**src/rtl/run_control_pkg.sv**
```systemverilog
// run_control_pkg: FSM state encoding and default constants shared by the
// front-panel run/step controller and its input conditioners.
package run_control_pkg;

    typedef enum logic [1:0] {
        RC_RUN       = 2'd0,
        RC_HALTED    = 2'd1,
        RC_STEP_LOW  = 2'd2,
        RC_STEP_HIGH = 2'd3
    } rc_state_e;

    localparam int RC_DEBOUNCE_DEFAULT      = 500000;
    localparam int RC_RESET_STRETCH_DEFAULT = 16;

endpackage

```
**src/rtl/run_control_sync_debounce.sv**
```systemverilog
// sync_debounce: multi-flop synchronizer followed by a counter debouncer for
// one raw board input; the accepted value flips after CYCLES stable cycles.
module sync_debounce
    import run_control_pkg::*;
#(
    parameter int STAGES = 2,
    parameter int CYCLES = RC_DEBOUNCE_DEFAULT
) (
    input  logic clk,
    input  logic reset,
    input  logic i_raw,
    output logic o_db
);

    localparam int CW = CYCLES > 1 ? $clog2(CYCLES) : 1;

    logic [STAGES-1:0] r_sync;
    logic [CW-1:0]     r_cnt;
    logic              w_synced;

    assign w_synced = r_sync[STAGES-1];

    always_ff @(posedge clk or posedge reset) begin
        if (reset) begin
            r_sync <= '0;
            r_cnt  <= '0;
            o_db   <= 1'b0;
        end else begin
            r_sync <= {r_sync[STAGES-2:0], i_raw};
            if (w_synced == o_db) begin
                r_cnt <= '0;
            end else if (r_cnt == CW'(CYCLES - 1)) begin
                o_db  <= w_synced;
                r_cnt <= '0;
            end else begin
                r_cnt <= r_cnt + 1'b1;
            end
        end
    end

endmodule

```
**src/rtl/run_control.sv**
```systemverilog
// run_control: debounced front-panel run/step controller driving the divider's
// reset/setFreq/halt; RUN_CONTROL_STEP_COUNT_EN adds a 16-bit step_count output.
module run_control
    import run_control_pkg::*;
#(
    parameter int DEBOUNCE_CYCLES = RC_DEBOUNCE_DEFAULT,
    parameter int SYNC_STAGES     = 2,
    parameter int RESET_STRETCH   = RC_RESET_STRETCH_DEFAULT
) (
    input  logic        clk,
    input  logic        reset,
    input  logic        btn_reset_raw,
    input  logic        btn_step_raw,
    input  logic        sw_mode_raw,
    input  logic        sw_fast_raw,
    input  logic        cpu_halt,
    input  logic        reg1Hz,
    output logic        sys_reset,
    output logic        setFreq,
    output logic        halt,
    output logic        step_busy
`ifdef RUN_CONTROL_STEP_COUNT_EN
    ,
    output logic [15:0] step_count
`endif
);

    localparam int SW = RESET_STRETCH > 0 ? $clog2(RESET_STRETCH + 1) : 1;

    logic          w_db_rst, w_db_step, w_db_mode, w_db_fast;
    logic          w_step_pulse;
    logic          r_rst_prev, r_step_prev, r_latch;
    logic [SW-1:0] r_stretch, w_stretch_nxt;
    rc_state_e     r_state, w_state_nxt;

    sync_debounce #(.STAGES(SYNC_STAGES), .CYCLES(DEBOUNCE_CYCLES)) u_db_rst (
        .clk(clk), .reset(reset), .i_raw(btn_reset_raw), .o_db(w_db_rst)
    );
    sync_debounce #(.STAGES(SYNC_STAGES), .CYCLES(DEBOUNCE_CYCLES)) u_db_step (
        .clk(clk), .reset(reset), .i_raw(btn_step_raw), .o_db(w_db_step)
    );
    sync_debounce #(.STAGES(SYNC_STAGES), .CYCLES(DEBOUNCE_CYCLES)) u_db_mode (
        .clk(clk), .reset(reset), .i_raw(sw_mode_raw), .o_db(w_db_mode)
    );
    sync_debounce #(.STAGES(SYNC_STAGES), .CYCLES(DEBOUNCE_CYCLES)) u_db_fast (
        .clk(clk), .reset(reset), .i_raw(sw_fast_raw), .o_db(w_db_fast)
    );

    assign setFreq      = w_db_fast;
    assign w_step_pulse = w_db_step & ~r_step_prev;
    // Stretch reloads on the debounced release so sys_reset holds through the fall cycle.
    assign w_stretch_nxt = (r_rst_prev & ~w_db_rst) ? SW'(RESET_STRETCH) :
                           (r_stretch != '0) ? r_stretch - 1'b1 : '0;

    always_comb begin
        w_state_nxt = r_state;
        case (r_state)
            RC_RUN:       if (w_db_mode || r_latch) w_state_nxt = RC_HALTED;
            RC_HALTED:    if (!r_latch) w_state_nxt = !w_db_mode ? RC_RUN :
                                                      w_step_pulse ? RC_STEP_LOW : RC_HALTED;
            RC_STEP_LOW:  if (!reg1Hz) w_state_nxt = RC_STEP_HIGH;
            RC_STEP_HIGH: if (reg1Hz) w_state_nxt = RC_HALTED;
            default:      w_state_nxt = RC_HALTED;
        endcase
        if (sys_reset) w_state_nxt = RC_HALTED;
    end

    always_ff @(posedge clk or posedge reset) begin
        if (reset) begin
            sys_reset   <= 1'b1;
            halt        <= 1'b1;
            step_busy   <= 1'b0;
            r_state     <= RC_HALTED;
            r_latch     <= 1'b0;
            r_stretch   <= '0;
            r_rst_prev  <= 1'b0;
            r_step_prev <= 1'b0;
        end else begin
            sys_reset   <= w_db_rst | (w_stretch_nxt != '0);
            halt        <= r_state == RC_HALTED || r_state == RC_STEP_HIGH;
            step_busy   <= r_state == RC_STEP_LOW || r_state == RC_STEP_HIGH;
            r_state     <= w_state_nxt;
            r_latch     <= sys_reset ? 1'b0 : r_latch | cpu_halt;
            r_stretch   <= w_stretch_nxt;
            r_rst_prev  <= w_db_rst;
            r_step_prev <= w_db_step;
        end
    end

`ifdef RUN_CONTROL_STEP_COUNT_EN
    logic [15:0] r_step_count;

    always_ff @(posedge clk or posedge reset) begin
        if (reset) begin
            r_step_count <= '0;
        end else if (sys_reset) begin
            r_step_count <= '0;
        end else if (r_state == RC_STEP_HIGH && w_state_nxt == RC_HALTED) begin
            r_step_count <= r_step_count + 16'd1;
        end
    end

    assign step_count = r_step_count;
`endif

endmodule

```
**config.mk**
```make
export PLATFORM = sky130hd
export DESIGN_NAME = run_control
export DESIGN_NICKNAME = d
export VERILOG_FILES = /design/src/rtl/run_control_pkg.sv /design/src/rtl/run_control_sync_debounce.sv /design/src/rtl/run_control.sv
export SDC_FILE = /design/constraint.sdc
export NUM_CORES = 1
export LEC_CHECK = 0
export CORE_MARGIN = 2
export CORE_UTILIZATION = 60
export CTS_CLUSTER_SIZE = 12
export DETAILED_ROUTE_END_ITERATION = 8
export PLACE_DENSITY_LB_ADDON = 0.1
export SYNTH_ARGS = -nofsm -noshare
export SYNTH_HDL_FRONTEND = slang
export SYNTH_SLANG_ARGS = --single-unit
```
**constraint.sdc**
```tcl
create_clock -name clk -period 3.71 [get_ports clk]
set_input_delay 0.742 -clock clk [delete_from_list [all_inputs] [get_ports clk]]
set_output_delay 0.742 -clock clk [all_outputs]
set_load 0.03 [all_outputs]
```
# Word-level counts from Yosys, hierarchy flattened
# Index checks and enable logic that the tools add are counted.
# totals
in_bits	8
word_cells	80
ff_bits	101
# classes
n_eq_ne	15
reduce_logical	11
add_sub_neg	5
muxes	19
bitwise	10
# ops
op	n
2-to-1 mux 19 bit	8
adder 19 x 1 -> 19 bit (second input constant)	4
equality test 19 bit (second input constant)	4
2-to-1 mux 2 bit	7
inequality test 3 bit (second input constant)	4
2-to-1 mux 5 bit	2
nonzero test 5 bit	2
case mux 2 bit (4 select lines)	1
AND reduction 2 bit	4
inverter 1 bit	6
subtractor 5 x 1 -> 5 bit (second input constant)	1
equality test 1 bit	4
equality test 2 bit (second input constant)	2
AND reduction 4 bit	1
logical OR 1 bit	3
AND 1 bit	2
equality test 2 x 1 -> 1 bit (second input constant)	1
logical NOT 2 bit	1
bitwise OR 1 bit	2
2-to-1 mux 1 bit	1

# Longest topological paths before layout
# depth
depth_word	7
depth_mapped	6
depth_no_buf	6

# Hierarchy
# A second synthesis with hierarchy kept.
# unflattened
hier_cells	470
area_unflattened_um2	5007.3
# modules_own_cells
module	cells_per_inst	seq_area_each_um2	area_each_um2	instances
sync_debounce	103	550.5	1091.0	4
run_control	58	329.1	643.1	1

# Worst setup path after synthesis
# No wires, ideal clock.
# synth_timing
kind	register to register
from	register u_db_fast.r_cnt[5]
to	register u_db_fast.o_db
synth_period_minus_slack_ns	2.079
required_ns	3.585
arrival_ns	1.954
path_slack_ns	1.631
path_stages_with_launch	6
path_buffers	1
cell_sequence	dfrtp_1 -> buf_6 -> or4_1 -> or4_4 -> nor2_1 -> mux2_2
# synth_via
elab_chain_len	2
# synth_rtl
item	line_no	text
start: declaration	run_control_sync_debounce.sv:18	logic [CW-1:0] r_cnt;
start signal: assignment	run_control_sync_debounce.sv:36	r_cnt <= r_cnt + 1'b1;
equality test 19 bit	run_control_sync_debounce.sv:32	end else if (r_cnt == CW'(CYCLES - 1)) begin
AND reduction 2 bit (no source line)	-	
end signal: assignment	run_control_sync_debounce.sv:33	o_db <= w_synced;
end: declaration	run_control_sync_debounce.sv:12	output logic o_db
# No other way between the ends.
# A chain may end at the register's enable or synchronous reset.

# Worst setup path after layout
# layout_timing
from	register sys_reset
to	output port sys_reset
# layout_lines
item	line_no	text
start: declaration	run_control.sv:18	output logic sys_reset,
start signal: assignment	run_control.sv:79	sys_reset <= w_db_rst | (w_stretch_nxt != '0);
# No word-level cell between the ends.

==> summary.txt <==
Run status
  • Outcome: finished clean

Finish
  • Layout area overhead: 7.98%
  • Diode count: 0
  • Nets: 508
  • Util after Layout: 0.673
  • Fill cell total of the finished layout: 616
  • Layout cell share with drive strength beyond 1: 0.0907

Global route
  • Grt ovf: 0
  • First-pass GRT wire length: 15000 um
  • Initial antenna violation count: 0
  • Tot GR Track Use: 0.212
  • Met3 usage: 0.0498
  • M1 GR Usage: 0.290
  • Met2 capacity usage during global routing: 0.340
  • Pin count of the biggest net entering global routing: 59
  • Vias in the first global route: 3357
  • GR peak layer: met2

Pwr
  • PwrDens: 370 nW/um^2
  • Leakage: 2.12 nW
  • Worst ir drop on vdd: 0.000214 V

Timing
  • Min Hold Slack: 355 ps
  • RSZ-0062 raised after global routing: false
  • Max Freq: 427 MHz
  • Pins over their slew limit: 0
  • Fin. Hold Viols: 0
  • Final setup vio count: 0
  • Fin crit period: 2340 ps
  • Rel. slew slack: 0.530
  • Final Skew: 8.77 ps
  • Period utilization: 0.632
  • Final setup TNS: 0 ps
  • Least-Margin Pin Slew: 705 ps

Logic synthesis
  • Count leader, synth: dfrtp_1
  • EDFF count, synth: 0
  • Dominant synthesized flop cell: dfrtp_1
  • Distinct cells, synth: 42
  • Mapped Nets: 495
  • Top post-synthesis cells by count: dfrtp_1 (98), nor2_1 (69), xnor2_1 (38)
  • Synth area leaders: dfrtp_1 (51%), xnor2_1 (6.9%), nor2_1 (5.3%), xor2_1 (3.3%), nand3_1 (2.9%)
  • Yosys top cell by area: dfrtp_1
  • Mapped Area: 4840 um^2
  • Seq/Total Area, Yosys: 0.523
  • Cells after Synth: 478
  • Async set or reset register ratio after synthesis: 1.00
  • Ys Warns: 0
  • FF+latch count, synth: 101
  • Share of the synthesized area in the top cell type: 0.506
  • Mean Syn Cell Area: 10.1 um^2

Drt
  • First-iteration detailed-routing DRC count: 118
  • DRC viols: 0
  • Post-DRT Antenna Nets: 0
  • Drt via density: 5.72
  • Via count: 3419
  • DRT Wirelength: 8340 um
  • Detailed-route wire length per cell: 13.9 um
  • DR pass1 iterations: 4

Floorplanning
  • Die height: 93.8 um
  • Ports: 12
  • Overall die width: 93.8 um
  • Row Count: 32
  • Core area: 7770 um^2
  • Initial core utilization: 0.623
  • Die area: 8810 um^2

Clock network
  • Count of cells resized by post-cts repair: 0
  • Clock tree buffer depth: 2
  • CTS Root Cell: clkbuf_8
  • Clk Latency, worst-skew pair: 360 ps
  • Hold_buf cts: 0
  • Clock sinks: 101
  • Clk slew on worst S/H paths: 100 ps
  • Number of buffers created by CTS: 9
  • Htree depth: 3
  • Post-CTS setup repair buffer count: 0
  • CTS tree: done

Placement
  • PortBufs: 11
  • Dpl hpwl: 5810 um
  • RePlAce Congestion: 0.830

Flow run
  • Max_cap viols: 0

Hold path
  • Min-delay src: u_db_rst.r_sync[0]
  • Hold depth: 0
  • Type of the tightest min-delay check: reg2reg

Critical path
  • CP startpoint kind: flop
  • Crit path launch: sys_reset
  • Setup crit end kind: output pin
  • Critical-path cell list: clkdlybuf4s50_1
  • Reg-to-Reg Start: u_db_fast.r_cnt[5]
  • Levels on crit path: 1
  • CP required: 2970 ps
  • Slowest cell on the critical path: clkdlybuf4s50_1
  • Setup Crit Path Kind: reg2out
  • Largest fanout on the critical path: 4
  • Top delay family on crit path: buffers and inverters
  • Data arrival, critical path: 1600 ps
  • Crit-path max cell delay: 670 ps
  • Worst-case reg-to-reg path depth: 4
  • Critical path buffers and inverters: 1
## logic make-up (layout without fill, tap and decap cells)
kind of cell    after synthesis  after routing  share of synthesized area
compound gates               45             45                     0.0584
xor+xnor                     56             56                      0.101
fa+ha+maj                     9              9                     0.0233
buf+inv                      28             46                     0.0266
flops                       101            101                      0.523
mux                           6              6                     0.0137
simple gates                233            233                      0.254
## worst paths after layout
path	slack [ps]	endpoint
max in group asynchronous	2180	u_db_fast.r_cnt[5]
min in group asynchronous	850	u_db_mode.r_cnt[18]
min	350	u_db_rst.r_sync[1]
max reg2reg	1480	u_db_fast.r_cnt[2]
min reg2reg	350	u_db_rst.r_sync[1]
max	1370	sys_reset
## per-layer routing
metal | share of wire | vias to the layer above
li1 | - | 1707
met1 | 0.49 | 1648
met4 | 0.0085 | 0
met3 | 0.030 | 8
met2 | 0.48 | 56
met5 | 0 | -
## power breakdown
part	leakage [nW]	internal [mW]	switching, mW
Sequential	1.37	1.13	0.0228
Clock	0.0914	0.255	0.379
Combinational	0.657	0.0573	0.0864
Total	2.12	1.45	0.488
## stage by stage
stage | setup slack [ps] | std cells | instance area [um^2] | total power, mW
finish | 1370 | 598 | 5230 | 1.93
global route | 1310 | 598 | 5230 | 2.04
CTS | 1340 | 598 | 5230 | 1.97
detailed placement | 1490 | 582 | 5050 | 1.33
global placement | 1560 | 582 | 5050 | 1.32
floorplan | 326 | 478 | 4840 | 1.28
## layout by cell type (no fill, tap or decap), types with 3 or more instances in the layout
cell type,instances
o21ai_0,11
or2_2,10
nor3_1,13
mux2_2,5
clkdlybuf4s50_1,11
or4_1,11
or3_1,9
nor4b_1,3
nand2_1,28
dfrtp_1,98
o31ai_1,7
and4_1,4
nand4_1,22
clkbuf_8,9
xnor2_1,38
nor4_1,14
and2_1,6
xor2_1,18
inv_1,15
inv_6,5
ha_1,9
nand3_1,28
dfstp_2,3
nand2b_1,4
a21oi_1,18
nor2_1,69
## area by class of cell
type                    count  area (um^2)  area share
flip-flops and latches    101         2530       0.484
clock buffers               9          124      0.0237
inverters                  16         62.6      0.0120
multi-input cells         349         2180       0.417
well taps                 102          128      0.0244
clock inverters             7         56.3      0.0108
repair buffers             14          145      0.0278
## state kept, by name, summed over array words and instances (netlist names), 2 cells and up
| name | flops |
|---|---|
| u_db_fast.r_sync | 2 |
| u_db_step.r_cnt | 19 |
| u_db_rst.r_cnt | 19 |
| u_db_rst.r_sync | 2 |
| u_db_fast.r_cnt | 19 |
| r_state | 2 |
| r_stretch | 5 |
| u_db_mode.r_cnt | 19 |
| u_db_mode.r_sync | 2 |
| u_db_step.r_sync | 2 |
Power figures use the tool's default switching activity.
